`src/rtl/sprite_pkg.sv`:
```
// Shared types and constants for the sprite blitter: FSM states, screen defaults,
// the transparency key and the generator for the sprite image data.
package sprite_pkg;

  typedef enum logic [1:0] {IDLE, DRAW, FLUSH, DONE} state_e;

  localparam int DEF_X_MAX       = 160;
  localparam int DEF_Y_MAX       = 120;
  localparam int TRANSPARENT_KEY = 0;

  // Image data generator; the ROM truncates the result to its colour width.
  function automatic int rom_word(input int addr);
    return 5 * addr + 1;
  endfunction

endpackage

```
`src/rtl/sprite_rom.sv`:
```
// Synchronous sprite ROM holding every direction frame back-to-back, one-cycle read latency.
module sprite_rom
  import sprite_pkg::*;
#(
  parameter int DEPTH = 100,
  parameter int AW    = 7,
  parameter int CW    = 3
) (
  input  logic          clock,
  input  logic [AW-1:0] addr_i,
  output logic [CW-1:0] data_o
);

  logic [CW-1:0] mem [DEPTH];
  logic [CW-1:0] data_q;

  // Contents are elaborated from the package generator, so the array is constant.
  for (genvar i = 0; i < DEPTH; i++) begin : g_init
    assign mem[i] = CW'(rom_word(i));
  end

  always_ff @(posedge clock) data_q <= mem[addr_i];

  assign data_o = data_q;

endmodule

```
`src/rtl/sprite_blit.sv`:
```
// Sprite blitter: walks a SPR_W x SPR_H frame, emitting clipped, ROM-aligned pixel writes.
// Optional build macro SPRITE_TRANSPARENCY_EN suppresses pixels whose ROM colour is the key.
module sprite_blit
  import sprite_pkg::*;
#(
  parameter int SPR_W     = 5,
  parameter int SPR_H     = 5,
  parameter int NUM_DIR   = 4,
  parameter int X_W       = 8,
  parameter int Y_W       = 7,
  parameter int COLOUR_W  = 3,
  parameter int X_MAX     = DEF_X_MAX,
  parameter int Y_MAX     = DEF_Y_MAX,
  parameter int BG_COLOUR = 0,
  localparam int DIR_W    = (NUM_DIR > 1) ? $clog2(NUM_DIR) : 1
) (
  input  logic                clock,
  input  logic                reset,
  input  logic                start,
  input  logic [DIR_W-1:0]    dir,
  input  logic                erase,
  input  logic [X_W-1:0]      startx,
  input  logic [Y_W-1:0]      starty,
  output logic [X_W-1:0]      x,
  output logic [Y_W-1:0]      y,
  output logic [COLOUR_W-1:0] colour,
  output logic                plot,
  output logic                busy,
  output logic                done
);

  localparam int N    = SPR_W * SPR_H;
  localparam int DEPTH = NUM_DIR * N;
  localparam int AW   = (DEPTH > 1) ? $clog2(DEPTH) : 1;
  localparam int CW   = (SPR_W > 1) ? $clog2(SPR_W) : 1;
  localparam int RW   = (SPR_H > 1) ? $clog2(SPR_H) : 1;
  localparam int XEW  = X_W + 1;
  localparam int YEW  = Y_W + 1;

  state_e              state_q, state_d;
  logic [CW-1:0]       col_q, col_d;
  logic [RW-1:0]       row_q, row_d;
  logic [DIR_W-1:0]    dir_q;
  logic                erase_q;
  logic [X_W-1:0]      sx_q;
  logic [Y_W-1:0]      sy_q;
  logic                issue;

  // Stage 1 carries the pixel position alongside the outstanding ROM read.
  logic                s1_vld_q, s1_inb_q;
  logic [X_W-1:0]      s1_x_q, x_q;
  logic [Y_W-1:0]      s1_y_q, y_q;
  logic [COLOUR_W-1:0] colour_q, colour_d, rom_data;
  logic                plot_q, plot_d, busy_q, done_q, transp;

  logic [AW-1:0]       rom_addr;
  logic [XEW-1:0]      xe;
  logic [YEW-1:0]      ye;
  logic                inb;

  always_comb begin
    state_d = state_q;
    col_d   = col_q;
    row_d   = row_q;
    issue   = 1'b0;
    case (state_q)
      IDLE: if (start) begin
        state_d = DRAW;
        col_d   = '0;
        row_d   = '0;
      end
      DRAW: begin
        issue = 1'b1;
        if (col_q == CW'(SPR_W - 1)) begin
          col_d = '0;
          if (row_q == RW'(SPR_H - 1)) state_d = FLUSH;
          else                          row_d   = row_q + 1'b1;
        end else begin
          col_d = col_q + 1'b1;
        end
      end
      FLUSH:   state_d = DONE;
      DONE:    state_d = IDLE;
      default: state_d = IDLE;
    endcase
  end

  assign rom_addr = AW'(int'(dir_q) * N + int'(row_q) * SPR_W + int'(col_q));
  // Clip on the untruncated coordinate so wrap-around never lands on screen.
  assign xe  = XEW'(sx_q) + XEW'(col_q);
  assign ye  = YEW'(sy_q) + YEW'(row_q);
  assign inb = (xe < XEW'(X_MAX)) && (ye < YEW'(Y_MAX));

  sprite_rom #(.DEPTH(DEPTH), .AW(AW), .CW(COLOUR_W)) u_rom (
    .clock  (clock),
    .addr_i (rom_addr),
    .data_o (rom_data)
  );

`ifdef SPRITE_TRANSPARENCY_EN
  assign transp = !erase_q && (rom_data == COLOUR_W'(TRANSPARENT_KEY));
`else
  assign transp = 1'b0;
`endif

  assign colour_d = erase_q ? COLOUR_W'(BG_COLOUR) : rom_data;
  assign plot_d   = s1_vld_q && s1_inb_q && !transp;

  always_ff @(posedge clock) begin
    if (!reset) begin
      state_q  <= IDLE;
      col_q    <= '0;
      row_q    <= '0;
      dir_q    <= '0;
      erase_q  <= 1'b0;
      sx_q     <= '0;
      sy_q     <= '0;
      s1_vld_q <= 1'b0;
      s1_inb_q <= 1'b0;
      s1_x_q   <= '0;
      s1_y_q   <= '0;
      x_q      <= '0;
      y_q      <= '0;
      colour_q <= '0;
      plot_q   <= 1'b0;
      busy_q   <= 1'b0;
      done_q   <= 1'b0;
    end else begin
      state_q <= state_d;
      col_q   <= col_d;
      row_q   <= row_d;
      if (state_q == IDLE && start) begin
        dir_q   <= dir;
        erase_q <= erase;
        sx_q    <= startx;
        sy_q    <= starty;
      end
      s1_vld_q <= issue;
      s1_inb_q <= inb;
      s1_x_q   <= xe[X_W-1:0];
      s1_y_q   <= ye[Y_W-1:0];
      x_q      <= s1_x_q;
      y_q      <= s1_y_q;
      colour_q <= colour_d;
      plot_q   <= plot_d;
      busy_q   <= (state_d != IDLE);
      done_q   <= (state_q == DONE);
    end
  end

  assign x      = x_q;
  assign y      = y_q;
  assign colour = colour_q;
  assign plot   = plot_q;
  assign busy   = busy_q;
  assign done   = done_q;

endmodule

```
`config.mk`:
```
export PLATFORM = sky130hd
export DESIGN_NAME = sprite_blit
export DESIGN_NICKNAME = d
export VERILOG_FILES = /design/src/rtl/sprite_pkg.sv /design/src/rtl/sprite_rom.sv /design/src/rtl/sprite_blit.sv
export SDC_FILE = /design/constraint.sdc
export NUM_CORES = 1
export LEC_CHECK = 0
export CAP_MARGIN = 20
export CORE_ASPECT_RATIO = 1.2
export CORE_MARGIN = 2
export CORE_UTILIZATION = 54
export CTS_CLUSTER_SIZE = 30
export DETAILED_ROUTE_END_ITERATION = 8
export GPL_TIMING_DRIVEN = 0
export HOLD_SLACK_MARGIN = 0.1
export PLACE_DENSITY_LB_ADDON = 0.1
export SLEW_MARGIN = 0
export SYNTH_ARGS = -nofsm -noshare
export SYNTH_HDL_FRONTEND = slang
export SYNTH_SLANG_ARGS = --single-unit
```
`constraint.sdc`:
```
create_clock -name clock -period 3.5 [get_ports clock]
set_input_delay 0.7 -clock clock [delete_from_list [all_inputs] [get_ports clock]]
set_output_delay 0.7 -clock clock [all_outputs]
set_load 0.02 [all_outputs]
```
==> results.yml, run 1 <==
power_and_ir_drop:
  p_leak_nw: 1.57
  powerDensity_mw_per_mm2: 454
  ir_worst_vdd_v: 0.000272
  total_power_w: 0.00169
floorplanning:
  pin_count: 42
  die_h_um: 86.1
  die_area_mm2: 0.00623
  initial_core_util_pct: 56.4
  core_area_mm2: 0.00537
  floorplan.die.width_um: 72.4
  num_rows: 29
job:
  maxCapViolCount: 0
logic_synthesis:
  synth_area_per_cell_um2: 9.30
  ys_seq_area_share_pct: 44.3
  yosys_register_bits: 67
  syn-num-nets: 378
  yosysUniqueCellTypes: 47
  yosysWarnings: 0
  ys.flop_type: "dfxtp_1"
  synth_edf_count: 0
  synth.cell_area_mm2: 0.00303
  synthArstFlopShare_pct: 0
  synthCells: 326
clocking:
  hold_buffers: 0
  clock-root-buffer: "clkbuf_8"
  ctsResizeCount: 0
  clock_latency_ns: 0.34
  path_clk_slew_ns: 0.07
  cts_buffers: 9
  clock_path_buffers: 2
  htreeDepth: 3
  post-cts-setup-buffer-count: 0
  cts_tree: "yes"
  clkSinkCount: 67
routing:
  vias: 2338
  wl_mm: 5.75
  wl_per_cell_um: 12.9
  vias_per_cell: 5.25
  drtIter0Drc: 121
  drcViolationCount: 0
  postRouteAntennaNets: 0
  dr.pass1.iters: 4
setup_path:
  critical_path.startpoint: "row_q[2]"
  cpLargestDelayFamily: "adder cells"
  crit_slowest_cell: "fa_1"
  critPathCapture: "u_rom.data_o[2]"
  r2r-end: "u_rom.data_o[2]"
  critPathBufInv: 3
  worstPathRequired_ns: 3.74
  worstPathMaxFanout: 7
  path_cells: "ha_1 > ha_1 > inv_1 > fa_1 > inv_1 > ha_1 > inv_1 > or3_1 > mux2_2 > o311ai_1"
  crit_type: "flop to flop"
  cp.arrival_ns: 3.10
  ff2ff_setup_slack_ns: 0.64
  slowest_delay_ns: 0.53
  cp.depth: 10
  critPathCaptureType: "flop"
  worstRegToRegCells: 10
  r2r_start: "row_q[2]"
  worstSetupStartpointType: "flop"
sta:
  clock.fmax_ghz: 0.350
  hold_viol_final: 0
  fin_tns_setup_ns: 0
  finalSetupViolations: 0
  min_period_ns: 2.86
  clock_skew_ns: 0.0111
  maxSlewHeadroom_pct: 66.8
  rsz0062_at_grt: "false"
  tightest_slew_ns: 0.497
  period_share_pct: 81.7
  report.final.slew_viol_count: 0
grt:
  grt_pass1_vias: 2202
  grt_pass1_wl_mm: 9.94
  grt_usage_pct: 20.7
  grt-ovfl-total: 0
  antenna_found_initial: 0
  grt_max_degree: 13
finish:
  multi_input_area_mm2: 0.00152
  drive_gt1_share_pct: 8.09
  seq_area_mm2: 0.00134
  area_growth_pct: 22.7
  nets: 430
  nFillCells: 449
  antenna_cells: 0
placed_design:
  place.port_buffers: 41
  place_hpwl_mm: 4.25
  globalplace.congestion: 0.908
worst_hold_path:
  min_path_type: "flop to flop"
run_status:
  status: "finished, final reports clean"
==> placed cells by master, fill, tap and decap left out, types with 5 or more instances in the layout <==
cell type and count:
a21oi_1 31, and2_1 22, clkbuf_1 5, clkbuf_8 10, clkdlybuf4s50_1 41, dfxtp_1 67, fa_1 5, ha_1 26
inv_1 21, nand2_1 46, nor2_1 22, o21ai_0 8, or3_1 7, xor2_1 5
==> layer usage <==
layer	routed length, um	global-route usage [%]	vias to the layer above
met4	129	9.60	0
met5	0	0	-
li1	-	-	1189
met3	200	4.00	14
met2	2810	34.4	54
met1	2610	25.8	1081
==> area by class of cell <==
class,count,share of cell area [%]
Multi-Input combinational cell,225,40.9
Sequential cell,67,36.1
Timing Repair Buffer,41,11.0
Clock buffer,10,3.70
Buffer,13,2.39
Inverter,21,2.12
Tap cell,62,2.09
Clock inverter,6,1.72
==> stage by stage <==
step / hold slack, ns / area, um2 / utilization (%) / setup slack (ns) / instances
after detailed placement: 0.411 / 3520 / 65.5 / 0.645 / 429
after global placement: 0.409 / 3520 / 65.5 / 0.691 / 429
final: 0.425 / 3720 / 69.3 / 0.639 / 445
after floorplan: 0.406 / 3030 / - / 0.880 / 326
after global routing: 0.440 / 3720 / 69.3 / 0.516 / 445
after CTS: 0.427 / 3720 / 69.3 / 0.628 / 445
==> how the worst min path moves through the flow <==
stage	start	to	depth (start not counted)
finish	u_rom.data_o[2]	colour[2]	1
detailed placement	u_rom.data_o[2]	colour[2]	1
floorplan	u_rom.data_o[0]	colour[0]	1
global placement	u_rom.data_o[2]	colour[2]	1
CTS	u_rom.data_o[2]	colour[2]	1
global route	s1_y_q[3]	y[3]	1
==> worst reg2reg max path: stages (launching register included) <==
cell and delay, ns:
dfxtp_1 0.50, ha_1 0.30, ha_1 0.27, inv_1 0.05, fa_1 0.53, inv_1 0.05, ha_1 0.35, inv_1 0.08
or3_1 0.30, mux2_2 0.26, o311ai_1 0.07
==> cells by family after synthesis <==
group,count (synthesis),synth area share [%]
AND/OR/NAND/NOR,124,20.5
flip-flops,67,44.3
AO/OA/AOI/OAI,57,11.7
buffers and inverters,34,5.53
adder cells (fa/ha/maj),31,14.0
XOR/XNOR,9,2.60
multiplexers,4,1.40
==> report_power, final <==
part | switching [W] | internal, W | leakage, nW
Combinational | 0.000105 | 0.000103 | 0.919
Sequential | 0.0000243 | 0.000809 | 0.548
Clock | 0.000300 | 0.000348 | 0.0987
==> registers in the layout, indices dropped and copies added, names as in the netlist <==
signal        cells
colour            3
col_q             3
plot              1
s1_y_q            7
dir_q             2
busy              1
s1_x_q            8
s1_vld_q          1
erase_q           1
done              1
s1_inb_q          1
row_q             3
sy_q              7
y                 7
x                 8
u_rom.data_o      3
state_q           2
sx_q              8
==> Yosys cell counts (all sizes together) (2+ instances only) <==
| master | number | area [um2] |
|---|---|---|
| and2 | 22 | 138 |
| mux2 | 2 | 22.5 |
| a21oi | 31 | 155 |
| clkbuf | 5 | 18.8 |
| nand3 | 4 | 20.0 |
| dfxtp | 67 | 1340 |
| nand4 | 4 | 25.0 |
| mux2i | 2 | 20.0 |
| buf | 8 | 70.1 |
| nand2b | 3 | 18.8 |
| a21o | 4 | 30.0 |
| nor2 | 22 | 82.6 |
| and2b | 3 | 25.0 |
| nand2 | 46 | 173 |
| xnor2 | 4 | 35.0 |
| ha | 26 | 325 |
| a22oi | 2 | 15.0 |
| nand3b | 2 | 15.0 |
| nor2b | 3 | 26.3 |
| or3 | 7 | 43.8 |
| nor3 | 2 | 10.0 |
| xor2 | 5 | 43.8 |
| inv | 21 | 78.8 |
| a211oi | 2 | 20.0 |
| o21ai | 8 | 40.0 |
| fa | 5 | 100 |
Note: power is estimated with default switching activity, not from simulation.
==> inputs of run 2 (changes only) <==
==> constraint.sdc (replaced) <==
create_clock -name clock -period 2.8 [get_ports clock]
set_input_delay 0.56 -clock clock [delete_from_list [all_inputs] [get_ports clock]]
set_output_delay 0.56 -clock clock [all_outputs]
set_load 0.02 [all_outputs]
==> run 2 against run 1 <==
Hold slack about the same. Maximum frequency up 7.0%. Clock-buffer cell count unchanged. Clock power up 24%. Final cell count unchanged. Critical endpoint unchanged. Total power up 25%. Utilization up 0.40 points. Highest routed layer unchanged. Sequential power up 25%. First-iteration DRC count down 19%. Register-to-register slack worse by 0.51 ns.
==> results.yml, run 2 (same netlist as run 1, synthesis figures left out) <==
setup_path:
  crit_type: "flop to flop"
  slowest_delay_ns: 0.53
  r2r-end: "u_rom.data_o[2]"
  worstPathRequired_ns: 3.00
  cpLargestDelayFamily: "adder cells"
  worstRegToRegCells: 10
  path_cells: "ha_1 > ha_1 > inv_1 > fa_1 > inv_1 > ha_4 > a21o_1 > a2111o_1 > o2111ai_1 > o311ai_1"
  crit_slowest_cell: "fa_1"
  ff2ff_setup_slack_ns: 0.13
  worstSetupStartpointType: "flop"
  r2r_start: "row_q[0]"
  cp.arrival_ns: 2.88
  critPathCaptureType: "flop"
  worstPathMaxFanout: 7
  critPathBufInv: 2
grt:
  grt_usage_pct: 20.7
  grt-ovfl-total: 0
  grt_pass1_wl_mm: 9.93
  grt_max_degree: 13
  antenna_found_initial: 0
  grt_pass1_vias: 2202
worst_hold_path:
  whs_path_depth: 1
  worstHoldStart: "u_rom.data_o[2]"
  holdPathEnd: "colour[2]"
  min_path_type: "flop to flop"
finish:
  fin_util_pct: 69.7
  final_common_cell: "dfxtp_1"
  drive_gt1_share_pct: 9.14
  final_cell_mix: "dfxtp_1 (64), nand2_1 (46), clkdlybuf4s50_1 (41)"
  area_growth_pct: 23.5
  nets: 430
  antenna_cells: 0
power_and_ir_drop:
  powerDensity_mw_per_mm2: 564
  p_leak_nw: 1.56
  ir_worst_vdd_v: 0.000336
routing:
  drcViolationCount: 0
  vias_per_cell: 5.22
  postRouteAntennaNets: 0
  vias: 2323
  dr.pass1.iters: 4
  wl_mm: 5.72
  wl_per_cell_um: 12.9
  drtIter0Drc: 98
clocking:
  hold_buffers: 0
  cts_buffers: 9
  path_clk_slew_ns: 0.07
  post-cts-setup-buffer-count: 0
  clock-root-buffer: "clkbuf_8"
  htreeDepth: 3
  clkSinkCount: 67
  clock_latency_ns: 0.33
  clock_path_buffers: 2
  cts_tree: "yes"
placed_design:
  place.port_buffers: 41
  globalplace.congestion: 0.908
  place_hpwl_mm: 4.25
floorplanning:
  core_area_mm2: 0.00537
  num_rows: 29
  initial_core_util_pct: 56.4
  die_h_um: 86.1
  pin_count: 42
  floorplan.die.width_um: 72.4
  die_area_mm2: 0.00623
run_status:
  status: "finished, final reports clean"
job:
  maxCapViolCount: 0
sta:
  finalSetupViolations: 0
  rsz0062_at_grt: "false"
  fin_tns_setup_ns: 0
  min_period_ns: 2.67
  maxSlewHeadroom_pct: 66.5
  clock.fmax_ghz: 0.374
  period_share_pct: 95.5
  tightest_slew_ns: 0.503
  report.final.slew_viol_count: 0
  clock_skew_ns: 0.00767
  hold_viol_final: 0
[run 2: cell count changes in the layout (fill, tap and decap cells not counted)]
cell	delta
dfxtp_2	+1
ha_1	-1
dfxtp_4	+2
ha_4	+1
dfxtp_1	-3
[run 2: layout make-up]
type	instances	area, um2
inverter	21	78.8
clock inverter	6	63.8
fill	446	1630
multi-input combinational	225	1530
buffer	13	88.8
clock buffer	10	138
tap	62	77.6
sequential	67	1350
timing repair buffer	41	410
[run 2: per-layer routing]
metal / vias up / wire length [um] / global-route usage [%]
met5: - / 0 / 0
met4: 0 / 98 / 9.60
met3: 11 / 166 / 4.00
met2: 46 / 2840 / 34.4
met1: 1070 / 2610 / 25.7
li1: 1196 / - / -
[run 2: where the power goes]
part           internal, W  leakage (nW)  switching (W)
registers          0.00101         0.550      0.0000306
clock network     0.000435        0.0987       0.000369
logic             0.000131         0.916       0.000132
[run 2: worst max path at each step]
stage | depth (start not counted) | slack [ns] | end | from
floorplan | 10 | 0.18 | u_rom.data_o[2] | row_q[2]
global placement | 10 | -0.009 | u_rom.data_o[2] | row_q[2]
detailed placement | 10 | -0.05 | u_rom.data_o[2] | row_q[2]
CTS | 10 | 0.05 | u_rom.data_o[2] | row_q[2]
global route | 10 | 0.02 | u_rom.data_o[2] | row_q[0]
finish | 10 | 0.13 | u_rom.data_o[2] | row_q[0]
[run 2: repair_timing]
| action | 4_1_cts | 5_1_grt |
|---|---|---|
| endpoints found under the setup margin | 1 | 1 |
| endpoints found under the hold margin | 0 | 0 |
| gates cloned | 0 | 0 |
| gates resized for setup | 2 | 4 |
[run 2: worst register-to-register path: stages (launching register included)]
cell and delay [ns]:
dfxtp_4 0.37, ha_1 0.30, ha_1 0.27, inv_1 0.05, fa_1 0.53, inv_1 0.07
ha_4 0.15, a21o_1 0.18, a2111o_1 0.40, o2111ai_1 0.10, o311ai_1 0.12
[run 2: per-stage QoR]
stage	instances	area (um2)	setup slack [ns]	hold WS [ns]	power, W
after floorplan	326	3030	0.180	0.406	0.00122
after global placement	429	3520	-0.00945	0.409	0.00132
after detailed placement	429	3520	-0.0547	0.411	0.00133
after CTS	445	3720	0.0495	0.427	0.00212
after global routing	445	3740	0.0220	0.440	0.00221
final	445	3740	0.127	0.425	0.00211
